`src/rtl/neural_hs_ctrl.sv`:
```
// neural_hs_ctrl: SW PIO command handshake to NN datapath with result FIFO; optional watchdog via NEURAL_HS_TIMEOUT_EN
module neural_hs_ctrl #(
  parameter int ADDR_W         = 10,
  parameter int FIFO_DEPTH     = 8,
  parameter int TIMEOUT_CYCLES = 1024
) (
  input  logic              clk_clk,
  input  logic              reset_reset_n,
  input  logic [1:0]        sw_cmd,
  input  logic [31:0]       sw_wdata,
  output logic [1:0]        sw_status,
  output logic [31:0]       sw_rdata,
  output logic              wr_valid,
  input  logic              wr_ready,
  output logic [ADDR_W-1:0] wr_addr,
  output logic [31:0]       wr_data,
  output logic              nn_start,
  input  logic              nn_done,
  input  logic              res_valid,
  output logic              res_ready,
  input  logic [31:0]       res_data
);
  localparam int PW = $clog2(FIFO_DEPTH);
  typedef enum logic [1:0] {IDLE, LOAD_WAIT, READ_WAIT, ACK} state_t;
  state_t        state;
  logic [1:0]    cmd_q;
  logic [31:0]   wdata_q;
  logic          ack, busy;
  logic [31:0]   mem [FIFO_DEPTH];
  logic [PW-1:0] wptr, rptr;
  logic [PW:0]   cnt;
  logic          empty, push, pop, tmo;
  assign empty     = cnt == '0;
  assign res_ready = cnt != (PW+1)'(FIFO_DEPTH);
  assign push      = res_valid & res_ready;
  assign pop       = !empty && ((state == IDLE && cmd_q == 2'b11) || state == READ_WAIT);
  assign sw_status = {busy, ack};
`ifdef NEURAL_HS_TIMEOUT_EN
  localparam int TW = $clog2(TIMEOUT_CYCLES + 1);
  logic [TW-1:0] tmo_cnt;
  assign tmo = tmo_cnt == TW'(TIMEOUT_CYCLES);
  // watchdog counts cycles spent waiting; any other state clears it so each wait starts from zero
  always_ff @(posedge clk_clk or negedge reset_reset_n)
    if (!reset_reset_n) tmo_cnt <= '0;
    else tmo_cnt <= ((state == LOAD_WAIT || state == READ_WAIT) && !tmo) ? tmo_cnt + 1'b1 : '0;
`else
  assign tmo = 1'b0;
`endif
  // command sequencer: registers the PIO inputs and drives all handshake outputs
  always_ff @(posedge clk_clk or negedge reset_reset_n)
    if (!reset_reset_n) begin
      state    <= IDLE;
      cmd_q    <= '0;
      wdata_q  <= '0;
      ack      <= 1'b0;
      busy     <= 1'b0;
      sw_rdata <= '0;
      wr_valid <= 1'b0;
      wr_addr  <= '0;
      wr_data  <= '0;
      nn_start <= 1'b0;
    end else begin
      cmd_q    <= sw_cmd;
      wdata_q  <= sw_wdata;
      nn_start <= 1'b0;
      if (nn_done) busy <= 1'b0;
      case (state)
        IDLE: case (cmd_q)
          2'b01: begin
            wr_data  <= wdata_q;
            wr_valid <= 1'b1;
            state    <= LOAD_WAIT;
          end
          2'b10: begin
            if (!busy) begin
              nn_start <= 1'b1;
              busy     <= 1'b1;
              wr_addr  <= '0;
            end
            ack   <= 1'b1;
            state <= ACK;
          end
          2'b11: if (!empty) begin
            sw_rdata <= mem[rptr];
            ack      <= 1'b1;
            state    <= ACK;
          end else state <= READ_WAIT;
          default: ;
        endcase
        LOAD_WAIT: if (wr_ready) begin
          wr_valid <= 1'b0;
          wr_addr  <= wr_addr + 1'b1;
          ack      <= 1'b1;
          state    <= ACK;
        end else if (tmo) begin
          wr_valid <= 1'b0;
          sw_rdata <= 32'hDEAD_BEEF;
          ack      <= 1'b1;
          state    <= ACK;
        end
        READ_WAIT: if (!empty || tmo) begin
          sw_rdata <= !empty ? mem[rptr] : 32'hDEAD_BEEF;
          ack      <= 1'b1;
          state    <= ACK;
        end
        ACK: if (cmd_q == 2'b00) begin
          ack   <= 1'b0;
          state <= IDLE;
        end
      endcase
    end
  // result FIFO pointers and occupancy; pointers wrap naturally at the power-of-two depth
  always_ff @(posedge clk_clk or negedge reset_reset_n)
    if (!reset_reset_n) begin
      wptr <= '0;
      rptr <= '0;
      cnt  <= '0;
    end else begin
      if (push) wptr <= wptr + 1'b1;
      if (pop) rptr <= rptr + 1'b1;
      cnt <= cnt + (PW+1)'(push) - (PW+1)'(pop);
    end
  // result storage needs no reset; occupancy alone decides what is valid
  always_ff @(posedge clk_clk)
    if (push) mem[wptr] <= res_data;
endmodule

```
`config.mk`:
```
export PLATFORM = sky130hd
export DESIGN_NAME = neural_hs_ctrl
export DESIGN_NICKNAME = d
export VERILOG_FILES = /design/src/rtl/neural_hs_ctrl.sv
export SDC_FILE = /design/constraint.sdc
export NUM_CORES = 1
export LEC_CHECK = 0
export CELL_PAD_IN_SITES_DETAIL_PLACEMENT = 0
export CELL_PAD_IN_SITES_GLOBAL_PLACEMENT = 1
export CORE_MARGIN = 2
export CORE_UTILIZATION = 45
export CTS_CLUSTER_DIAMETER = 200
export CTS_CLUSTER_SIZE = 25
export DETAILED_ROUTE_END_ITERATION = 6
export DONT_BUFFER_PORTS = 1
export HOLD_SLACK_MARGIN = 0.12
export PLACE_DENSITY = 0.71
export SLEW_MARGIN = 25
export SYNTH_ARGS = -nofsm -noshare
export SYNTH_HDL_FRONTEND = slang
export SYNTH_SLANG_ARGS = --single-unit
```
`constraint.sdc`:
```
create_clock -name clk_clk -period 9.7 [get_ports clk_clk]
set_input_delay 1.94 -clock clk_clk [delete_from_list [all_inputs] [get_ports clk_clk]]
set_output_delay 1.94 -clock clk_clk [all_outputs]
set_load 0.005 [all_outputs]
```
After elaboration in Yosys (flattened, before gate mapping)
Memories as Yosys holds them, arrays and structs flattened.
Index checks and enable logic that the tools add are counted.
{ "word_totals": {"n_memories": 1, "in_bits": 71, "ff_bits": 124, "mem_bits_rw": 256} }
{ "classes": {"mux": 30, "reduce_logical": 15, "eq_ne": 16, "n_addsub": 5, "n_bitwise": 1} }
{ "memory_table": {"columns": ["memory", "depth", "width", "read_ports", "rd_ports_with_merged_regs", "write_ports", "line", "source"], "rows": [
  ["mem", 8, 32, 1, 0, 1, "29", "logic [31:0] mem [FIFO_DEPTH];"]
]} }
{ "op_table": {"columns": ["operator", "count"], "rows": [
  ["$mux 32", 2],
  ["$pmux 32 s2", 1],
  ["$mux 10", 3],
  ["$pmux 10 s2", 1],
  ["$mux 1", 15],
  ["$add 10x1->10 const B", 1],
  ["$eq 2x2->1 const B", 4],
  ["$ne 2x2->1 const B", 4],
  ["$pmux 2 s4", 1],
  ["$reduce_and 4->1", 2],
  ["$add 3x1->3 const B", 2],
  ["$mux 2", 3],
  ["$ne 2x1->1 const B", 3],
  ["$pmux 2 s3", 1],
  ["$reduce_and 3->1", 2],
  ["$add 4x1->4", 1],
  ["$eq 2x1->1 const B", 2],
  ["$logic_not 2->1", 2],
  ["$logic_not 4->1", 1],
  ["$ne 4x1->1 const B", 1],
  ["$ne 4x4->1 const B", 1],
  ["$pmux 1 s2", 2],
  ["$pmux 1 s4", 1],
  ["$reduce_and 2->1", 2],
  ["other kinds (7)", 9]
]} }

Depth between registers and ports, before layout
Gate-level depths: netlist of the first run.
{ "logic_depth": {"ltp_word": 5, "depth_mapped": 11, "ltp_nobuf": 10} }

Least setup slack after synthesis of the first run
Ideal clock, no wire load.
{ "synth_timing": {"kind": "input -> register", "from": "input res_valid", "to": "memory mem[0][0] (enable)", "setup_ns": 0.461, "setup_slack_ns": 4.687, "stages": 3, "t_required_ns": 9.239, "t_arrival_ns": 4.552, "cell_sequence": "nand2_1 or2_2 nor3_1"} }
{ "synth_via": {"elab_chain_len": 3} }
{ "synth_rtl": {"columns": ["item", "line", "source"], "rows": [
  ["start, declared", "19", "input logic res_valid,"],
  ["$and 1x1->1", "35", "assign push = res_valid & res_ready;"],
  ["$mux 1", "125", "if (push) mem[wptr] <= res_data;"],
  ["$mux 1 (implied by the code)", "125", null],
  ["end, declared", "29", null]
]} }
Every way passes these cells.

Worst setup path after layout of the first run
{ "layout_timing": {"from": "register cnt[2]", "to": "output res_ready"} }
{ "layout_via": {"elab_chain_len": 1} }
{ "layout_rtl": {"columns": ["item", "line", "source"], "rows": [
  ["start, declared", "31", "logic [PW:0] cnt;"],
  ["start signal, assigned", "121", "cnt <= cnt + (PW+1)'(push) - (PW+1)'(pop);"],
  ["$ne 4x4->1", "34", "assign res_ready = cnt != (PW+1)'(FIFO_DEPTH);"],
  ["end, declared", "20", "output logic res_ready,"]
]} }
Every way passes these cells.

==> results of run 1 <==
[sequential cells by signal, summed over array words and instances, names as in the netlist, 2 cells and up]
name / count
mem: 256
sw_rdata: 32
wdata_q: 32
wr_data: 32
wr_addr: 10
cnt: 4
rptr: 3
wptr: 3
cmd_q: 2
state: 2
[power breakdown]
group	leakage, uW	switching (uW)	total [uW]	internal [uW]
Combinational	0.00187	741	1260	519
Sequential	0.00382	222	2310	2090
Clock	0.000261	494	872	378
[critical path, cell delays in order (launching register included)]
cell     delay, ns
dfrtp_1       0.38
inv_1         0.09
ha_1          0.15
or3b_2        0.51
[layer usage]
| metal | global-route usage [%] | vias to the layer above | share of wire (%) |
|---|---|---|---|
| met5 | 0 | - | 0 |
| met4 | 3.23 | 0 | 1.8 |
| met3 | 3.92 | 27 | 6.9 |
| met2 | 27.4 | 191 | 48 |
| met1 | 21.3 | 3625 | 43 |
| li1 | - | 3306 | - |
[Yosys cell counts, types with 2 or more instances]
master	instances
inv_1	15
xor2_1	3
or2_2	2
and3_1	4
nand2b_1	5
nand2_1	83
or4b_1	2
a22o_1	3
clkbuf_1	20
a21oi_1	5
mux2_2	34
edfxtp_1	256
a22oi_1	64
nor2b_1	2
o21ai_0	9
a21o_1	2
buf_2	17
ha_1	18
xnor2_1	2
nor2_1	17
buf_4	8
mux2i_1	130
nand3_1	41
nor3_1	4
a31oi_1	2
dfrtp_1	124
o2111ai_1	2
[cells in the final DEF (no fill, tap or decap), types with 2 or more instances in the layout]
| cell type | synthesis | layout |
|---|---|---|
| dfrtp_1 | 124 | 123 |
| nor2_2 | 0 | 2 |
| buf_16 | 0 | 6 |
| and3_1 | 4 | 4 |
| nand3_1 | 41 | 41 |
| or4b_1 | 2 | 2 |
| nor3_1 | 4 | 2 |
| clkbuf_16 | 0 | 19 |
| edfxtp_1 | 256 | 256 |
| mux2i_1 | 130 | 130 |
| nand2_1 | 83 | 83 |
| a22o_1 | 3 | 3 |
| inv_1 | 15 | 15 |
| ha_1 | 18 | 18 |
| xnor2_1 | 2 | 2 |
| or2_2 | 2 | 2 |
| buf_4 | 8 | 10 |
| mux2_2 | 34 | 34 |
| o2111ai_1 | 2 | 2 |
| o21ai_0 | 9 | 9 |
| a22oi_1 | 64 | 64 |
| clkbuf_1 | 20 | 11 |
| a21o_1 | 2 | 2 |
| nor2b_2 | 0 | 2 |
| a31oi_1 | 2 | 2 |
| nand2b_1 | 5 | 5 |
| nor2_4 | 0 | 6 |
| nor2_1 | 17 | 9 |
| nor3_2 | 0 | 2 |
| xor2_1 | 3 | 3 |
| a21oi_1 | 5 | 5 |
[per-stage QoR]
| step | utilization, % | hold slack (ns) | cell area, um^2 | setup slack, ns |
|---|---|---|---|---|
| 2_1_floorplan | - | 0.455 | 14500 | 4.69 |
| 3_3_place_gp | 47.2 | 0.459 | 15000 | 5.99 |
| 3_5_place_dp | 47.6 | 0.464 | 15100 | 6.00 |
| 4_1_cts | 49.3 | 0.472 | 15600 | 6.05 |
| 5_1_grt | 49.4 | 0.484 | 15700 | 6.03 |
| 6_report | 49.4 | 0.480 | 15700 | 6.10 |
[final timing paths]
check	from	to	slack, ns
min reg2reg	wdata_q[5]	wr_data[5]	0.48
max	cnt[2]	res_ready	6.10
max reg2reg	cnt[2]	mem[6][19]	7.26
min	wdata_q[5]	wr_data[5]	0.48
min in group asynchronous	reset_reset_n	wr_addr[8]	1.09
max in group asynchronous	reset_reset_n	sw_rdata[13]	8.40
[kinds of logic (layout without fill, tap and decap cells)]
group / after synthesis / in the layout / synth area share, %
AOI/OAI and AO/OA: 94 / 94 / 4.75
xor gates and xnor gates: 5 / 5 / 0.301
adders and majority gates: 19 / 19 / 1.69
buffers and inverters: 62 / 63 / 2.00
DFF: 380 / 380 / 74.2
muxes: 165 / 165 / 11.7
other: 0 / 1 / 0
and+or+nand+nor: 170 / 170 / 5.44
[area by class of cell]
type	instances	area, um^2
inverter	15	56.3
tap	402	503
fill	2652	16000
clock buffer	30	517
antenna	1	2.50
clock inverter	2	28.8
timing repair buffer	16	240
sequential	380	10800
multi-input combinational	453	3530
==> run summary, run 1 <==
Via density per instance - 5.50
Reg2reg path depth - 7
Setup tns final - 0 ns
Max Slew Vio Count - 0
Worst hold stages - 1
Least-Margin Pin Slew - 0.972 ns
Status - finished clean
DRC viols - 0
DR WL/cell - 21.3 um
Final Skew - 0.0251 ns
Worst-skew pair later-pin latency - 0.53 ns
Crit path launch type - flop
Area leader, netlist - edfxtp_1
Crit-path max FO - 4
Post-synth top area share - 52.8%
CP Capture Type - output pin
Post-synth EDFFs - 256
Leakage power - 0.00595 uW
RSZ-0062 raised after global routing - no
Die ar. - 33800 um^2
PortBufs - 0
Final setup vio count - 0
Req. time, crit path - 7.76 ns
Setup bufs post-CTS - 0
Total grt overflow - 0
Share of cells above drive strength 1 - 10.2%
Starting Density - 45.9%
Final Power - 4450 uW
Die H - 184 um
Total track usage - 16.1%
Arr. time, crit path - 1.66 ns
HPWL Detailed - 16.3 mm
Fmax - 0.277 GHz
Cts repair resizes - 0
Final period util - 37.2%
Clk sinks - 380
Rows - 65
Synth Flop Type - edfxtp_1
Post-Route WL - 27.6 mm
Initial antenna violation count - 1
Drt first pass iters - 4
Synth Cell Area - 14500 um^2
Via count - 7149
I/O Pins - 150
Clock Path Buffers - 3
Peak supply drop - 0.163 mV
Asr flop ratio synth - 32.6%
H-tree Lvls - 1
Placed cells - 1265
Netlist cell types - 48
Mapped Nets - 985
Pwr Density - 284 nW/um^2
Ys Warns - 0
Die W - 184 um
Seq/Total Area, Yosys - 74.2%
Hold buffers post-CTS - 0
MaxCap Viol Count - 0
First-pass GRT wire length - 42.0 mm
Critical path class - reg -> out
Number of global-route vias before repair - 7146
Min Clock Period, post-route - 3.60 ns
Syn Area/Cell - 16.3 um^2
Clk slew on worst S/H paths - 0.11 ns
Final ANT Viol Nets - 0
Nets - 975
Core area - 31700 um^2
Synth top area cells - edfxtp_1, dfrtp_1, mux2i_1
Pin count of the biggest net entering global routing - 125
Relative slew slack - 35.2%
Post-synthesis cell count - 895
CTS buffer count - 19
Final Wtd Congestion - 0.697
TritonCTS clock tree - done
Final hold violations - 0
Post-synthesis register bit count - 380
Clock tree root buffer cell - clkbuf_16
Final std cells w/o fill - 1299
Syn-to-layout area delta - 7.73%
Worst min path class - reg -> reg
DRT iter0 DRCs - 421
No activity file was read; power rests on OpenSTA's default activity.
==> inputs of run 2 (changes only) <==
--- a/config.mk
+++ b/config.mk
@@ -14,7 +14,7 @@
 export DETAILED_ROUTE_END_ITERATION = 6
 export DONT_BUFFER_PORTS = 1
 export HOLD_SLACK_MARGIN = 0.12
-export PLACE_DENSITY = 0.71
+export PLACE_DENSITY = 0.74
 export SLEW_MARGIN = 25
 export SYNTH_ARGS = -nofsm -noshare
 export SYNTH_HDL_FRONTEND = slang
==> constraint.sdc (replaced) <==
create_clock -name clk_clk -period 3.3 [get_ports clk_clk]
set_input_delay 0.66 -clock clk_clk [delete_from_list [all_inputs] [get_ports clk_clk]]
set_output_delay 0.66 -clock clk_clk [all_outputs]
set_load 0.005 [all_outputs]
==> run summary, run 2 (synthesized netlist as in run 1, its figures left out) <==
Cell Chain, Critical Path - inv_1, ha_1, or3b_2, nand2_1, or2_2, nor2_4, buf_12 (was inv_1, ha_1, or3b_2)
Relative slew slack - 45.2% (was 35.2%)
Total track usage - 16.4% (was 16.1%)
PortBufs - 0 (unchanged)
Core area - 31700 um^2 (unchanged)
Final std cells w/o fill - 1321 (was 1299)
Initial antenna violation count - 0 (was 1)
HPWL Detailed - 15.7 mm (was 16.3 mm)
Nets - 997 (was 975)
Worst flop-to-flop path startpoint - cnt[2] (unchanged)
Clk slew on worst S/H paths - 0.10 ns (was 0.11 ns)
Worst-skew pair later-pin latency - 0.53 ns (about the same)
Crit path launch type - flop (unchanged)
Storage element area - 10800 um^2 (unchanged)
Flip-flop count of the largest register after layout - 256 (unchanged)
Post-Route WL - 27.9 mm (was 27.6 mm)
First-pass GRT wire length - 42.5 mm (was 42.0 mm)
Final Power - 13100 uW (was 4450 uW)
Final Skew - 0.0221 ns (was 0.0251 ns)
Die ar. - 33800 um^2 (unchanged)
Rows - 65 (unchanged)
Reg2reg end - mem[4][3] (was mem[6][19])
DR WL/cell - 21.1 um (was 21.3 um)
DRC viols - 0 (unchanged)
Placed cells - 1268 (was 1265)
H-tree Lvls - 1 (unchanged)
Reg2reg path depth - 7 (unchanged)
RSZ-0062 raised after global routing - no (unchanged)
Reg-to-reg slack, setup - 0.87 ns (was 7.26 ns)
Share of cells above drive strength 1 - 10.1% (was 10.2%)
Critical path class - reg -> reg (was reg -> out)
DRT iter0 DRCs - 492 (was 421)
Via density per instance - 5.43 (was 5.50)
Syn-to-layout area delta - 8.74% (was 7.73%)
CP Capture Type - flop (was output pin)
Worst min path class - in -> async (was reg -> reg)
CTS buffer count - 19 (unchanged)
Min Clock Period, post-route - 2.43 ns
Arr. time, crit path - 2.67 ns (was 1.66 ns)
Req. time, crit path - 3.53 ns (was 7.76 ns)
Final ANT Viol Nets - 0 (unchanged)
Worst path max stage delay - 0.50 ns (was 0.51 ns)
Biggest register - mem (unchanged)
Most common cell after layout, fill and taps aside - edfxtp_1 (unchanged)
Via count - 7177 (was 7149)
Multi-input logic area - 3540 um^2 (was 3530 um^2)
I/O Pins - 150 (unchanged)
Slowest CP cell - nor2_4 (was or3b_2)
Setup bufs post-CTS - 0 (unchanged)
Final setup vio count - 0 (unchanged)
Final period util - 73.7%
Failing checks - hold timing
# fillers - 2593 (was 2652)
Placement Cell Area - 15100 um^2 (about the same)
Final hold violations - 124 (was 0)
Leakage power - 0.00602 uW (was 0.00595 uW)
Total grt overflow - 0 (unchanged)
N_diodes - 0 (was 1)
Drt first pass iters - 4 (unchanged)
TritonCTS clock tree - done (unchanged)
Fmax - 0.411 GHz
CP top delay family - simple AND/OR/NAND/NOR gates (unchanged)
Status - finished, violations left (was finished clean)
Clock Path Buffers - 3 (unchanged)
Starting Density - 45.9% (unchanged)
Die W - 184 um (unchanged)
Worst Path Buf+Inv - 2 (was 1)
Pin count of the biggest net entering global routing - 125 (unchanged)
Clk sinks - 380 (unchanged)
Clock tree root buffer cell - clkbuf_16 (unchanged)
Peak supply drop - 0.621 mV (was 0.163 mV)
Pwr Density - 828 nW/um^2 (was 284 nW/um^2)
Most frequent cells in the layout - edfxtp_1, mux2i_1, dfrtp_1 (unchanged)
Die H - 184 um (unchanged)
Crit-path max FO - 18 (was 4)
Max Slew Vio Count - 0 (unchanged)
Setup tns final - 0 ns (unchanged)
Hold Slack - -0.181 ns (was 0.480 ns)
MaxCap Viol Count - 0 (unchanged)
Final instance area - 15800 um^2 (was 15700 um^2)
Final Wtd Congestion - 0.689 (was 0.697)
Least-Margin Pin Slew - 0.822 ns (was 0.972 ns)
Number of global-route vias before repair - 7232 (was 7146)
==> run 2: area by class of cell <==
| cell class | instances | area share [%] |
|---|---|---|
| Sequential cell | 380 | 68.2 |
| Multi-Input combinational cell | 453 | 22.4 |
| Clock buffer | 31 | 3.29 |
| Tap cell | 402 | 3.18 |
| Timing Repair Buffer | 38 | 2.36 |
| Inverter | 15 | 0.356 |
| Clock inverter | 2 | 0.182 |
==> run 2: worst register-to-register path, stage by stage, from the launching register on <==
cell and delay [ns]:
dfrtp_1 0.34, inv_1 0.07, ha_1 0.19, or3b_2 0.25, nand2_1 0.13, or2_2 0.41, nor2_4 0.50, buf_12 0.26
==> run 2: how the worst max path moves through the flow <==
stage / slack, ns / startpoint / cells past startpoint / to
after global placement: 0.88 / cnt[2] / 7 / mem[4][6]
after CTS: 0.78 / cnt[2] / 7 / mem[4][31]
after global routing: 0.69 / cnt[2] / 7 / mem[4][31]
final: 0.87 / cnt[2] / 7 / mem[4][3]
after floorplan: 0.31 / cnt[2] / 6 / mem[4][0]
after detailed placement: 0.80 / cnt[2] / 7 / mem[4][6]
==> run 2: where the power goes <==
part | internal (uW) | switching (uW)
combinational | 1510 | 2190
clock | 1110 | 1440
sequential | 6150 | 688
==> run 2: stage by stage <==
stage / setup slack [ns] / util (%)
6_report: 0.867 / 49.9
5_1_grt: 0.690 / 49.9
4_1_cts: 0.783 / 49.2
3_5_place_dp: 0.805 / 47.5
3_3_place_gp: 0.879 / 47.5
2_1_floorplan: 0.312 / -
==> run 2: per-layer routing <==
layer / part of all wire, % / track usage, % / up-vias / wire, um
met4: 1.9 / 3.58 / 0 / 520
met1: 43 / 21.2 / 3607 / 12000
li1: - / - / 3362 / -
met5: 0 / 0 / - / 0
met3: 7.2 / 4.54 / 26 / 2000
met2: 48 / 27.6 / 182 / 13300
==> run 2: repair_timing <==
action                     CTS  global route
hold endpoints to repair   124           144
gates resized for setup      0             0
setup endpoints to repair    0             0
==> inputs of run 3 (changes only) <==
==> constraint.sdc (replaced) <==
create_clock -name clk_clk -period 2 [get_ports clk_clk]
set_input_delay 0.4 -clock clk_clk [delete_from_list [all_inputs] [get_ports clk_clk]]
set_output_delay 0.4 -clock clk_clk [all_outputs]
set_load 0.005 [all_outputs]
==> run summary, run 3 (synthesized netlist as in run 1, its figures left out) <==
PortBufs - 0 (unchanged)
RSZ-0062 raised after global routing - yes (was no)
HPWL Detailed - 17.6 mm (was 15.7 mm)
Most frequent cells in the layout - edfxtp_1, mux2i_1, dfrtp_1 (unchanged)
Final WS setup - -0.215 ns (was 0.867 ns)
DRT iter0 DRCs - 452 (was 492)
Fin util - 54.7% (was 49.9%)
Critical path class - reg -> reg (unchanged)
Core area - 31700 um^2 (unchanged)
Syn-to-layout area delta - 19.3% (was 8.74%)
Flip-flop count of the largest register after layout - 256 (unchanged)
Fmax - 0.451 GHz (was 0.411 GHz)
Nets - 1111 (was 997)
Die W - 184 um (unchanged)
Final ANT Viol Nets - 0 (unchanged)
Final setup vio count - 132 (was 0)
Most common cell after layout, fill and taps aside - edfxtp_1 (unchanged)
Via count - 7833 (was 7177)
Placed cells - 1304 (was 1268)
Peak supply drop - 1.03 mV (was 0.621 mV)
Req. time, crit path - 2.24 ns (was 3.53 ns)
Share of cells above drive strength 1 - 16.7% (was 10.1%)
Crit path launch type - flop (unchanged)
Total grt overflow - 0 (unchanged)
Worst min path class - in -> async (unchanged)
Hold Slack - -0.457 ns (was -0.181 ns)
Total track usage - 17.7% (was 16.4%)
Clk sinks - 380 (unchanged)
Worst-skew pair later-pin latency - 0.54 ns (was 0.53 ns)
Final Wtd Congestion - 0.713 (was 0.689)
Initial antenna violation count - 4 (was 0)
Number of global-route vias before repair - 7895 (was 7232)
Crit-path max FO - 6 (was 18)
Setup tns final - -21.03 ns (was 0 ns)
Rows - 65 (unchanged)
DR WL/cell - 21.8 um (was 21.1 um)
First-pass GRT wire length - 46.0 mm (was 42.5 mm)
TritonCTS clock tree - done (unchanged)
Via density per instance - 5.45 (was 5.43)
Setup Slack @ Placement - -0.269 ns (was 0.805 ns)
Post-Route WL - 31.3 mm (was 27.9 mm)
# fillers - 2472 (was 2593)
H-tree Lvls - 1 (unchanged)
DRC viols - 0 (unchanged)
Final period util - 111% (was 73.7%)
CP Capture Type - flop (unchanged)
Drt first pass iters - 5 (was 4)
Status - finished, violations left (unchanged)
Final std cells w/o fill - 1438 (was 1321)
Failing checks - hold timing, setup timing (was hold timing)
Die H - 184 um (unchanged)
CTS buffer count - 19 (unchanged)
Max Slew Vio Count - 0 (unchanged)
Reg-to-reg slack, setup - -0.21 ns (was 0.87 ns)
Clk slew on worst S/H paths - 0.11 ns (was 0.10 ns)
Least-Margin Pin Slew - 0.553 ns (was 0.822 ns)
Final hold violations - 124 (unchanged)
I/O Pins - 150 (unchanged)
Pwr Density - 1340 nW/um^2 (was 828 nW/um^2)
Clock tree root buffer cell - clkbuf_16 (unchanged)
Biggest register - mem (unchanged)
Min Clock Period, post-route - 2.21 ns (was 2.43 ns)
Clock Path Buffers - 3 (unchanged)
Relative slew slack - 63.1% (was 45.2%)
Leakage power - 0.00668 uW (was 0.00602 uW)
Die ar. - 33800 um^2 (unchanged)
Final Skew - 0.0288 ns (was 0.0221 ns)
Arr. time, crit path - 2.46 ns (was 2.67 ns)
MaxCap Viol Count - 0 (unchanged)
Pin count of the biggest net entering global routing - 125 (unchanged)
Starting Density - 45.9% (unchanged)
Hold buffers post-CTS - 69
-- run 3: area by class of cell --
type	instances	area [um^2]	share of cell area, %
Antenna cell	3	7.51	0.0433
Clock buffer	31	520	3.00
Clock inverter	2	28.8	0.166
Inverter	15	56.3	0.324
Multi-Input combinational cell	456	3650	21.0
Sequential cell	380	10800	62.2
Tap cell	402	503	2.90
Timing Repair Buffer	149	1790	10.3
-- run 3: power by group --
group	switching, uW	total [uW]	internal [uW]
combinational	4390	8040	3650
sequential	920	11100	10100
clock	2400	4230	1840
-- run 3: final timing paths --
path	startpoint	end	cells after the start
max reg2reg	cnt[3]	mem[4][23]	10
max in group asynchronous	reset_reset_n	wr_data[23]	0
min	reset_reset_n	wr_addr[7]	0
min reg2reg	wdata_q[17]	wr_data[17]	1
min in group clk_clk	res_valid	wptr[0]	5
max	cnt[3]	mem[4][23]	10
-- run 3: critical path: stages, from the launching register on --
cell	delay, ns
dfrtp_1	0.41
ha_2	0.17
or3b_4	0.23
buf_6	0.11
nand2_4	0.05
buf_6	0.11
or2_4	0.25
buf_6	0.14
nor2_4	0.12
buf_12	0.15
clkbuf_16	0.16
-- run 3: stage by stage --
stage | hold WS [ns] | area [um^2] | power [uW]
after floorplan | 0.104 | 14700 | 16000
after global placement | 0.107 | 15500 | 18300
after detailed placement | 0.107 | 15500 | 18400
after CTS | -0.484 | 17000 | 23100
after global routing | -0.493 | 17400 | 24700
final | -0.457 | 17400 | 23300
-- run 3: repair_timing --
item	in CTS	in global routing
setup endpoints to repair	228	214
pin swaps	5	8
buffers inserted	4	10
cloned	6	10
gates resized for setup	16	8
hold endpoints to repair	417	124
-- run 3: metal layers --
layer	share of wire, %	global-route usage [%]	vias to the layer above	wire length, um
met1	44	23.7	3967	13700
met3	6.4	3.65	29	2010
met2	49	30.4	241	15200
li1	-	-	3594	-
met4	1.3	3.14	2	416
met5	0.042	0	-	13
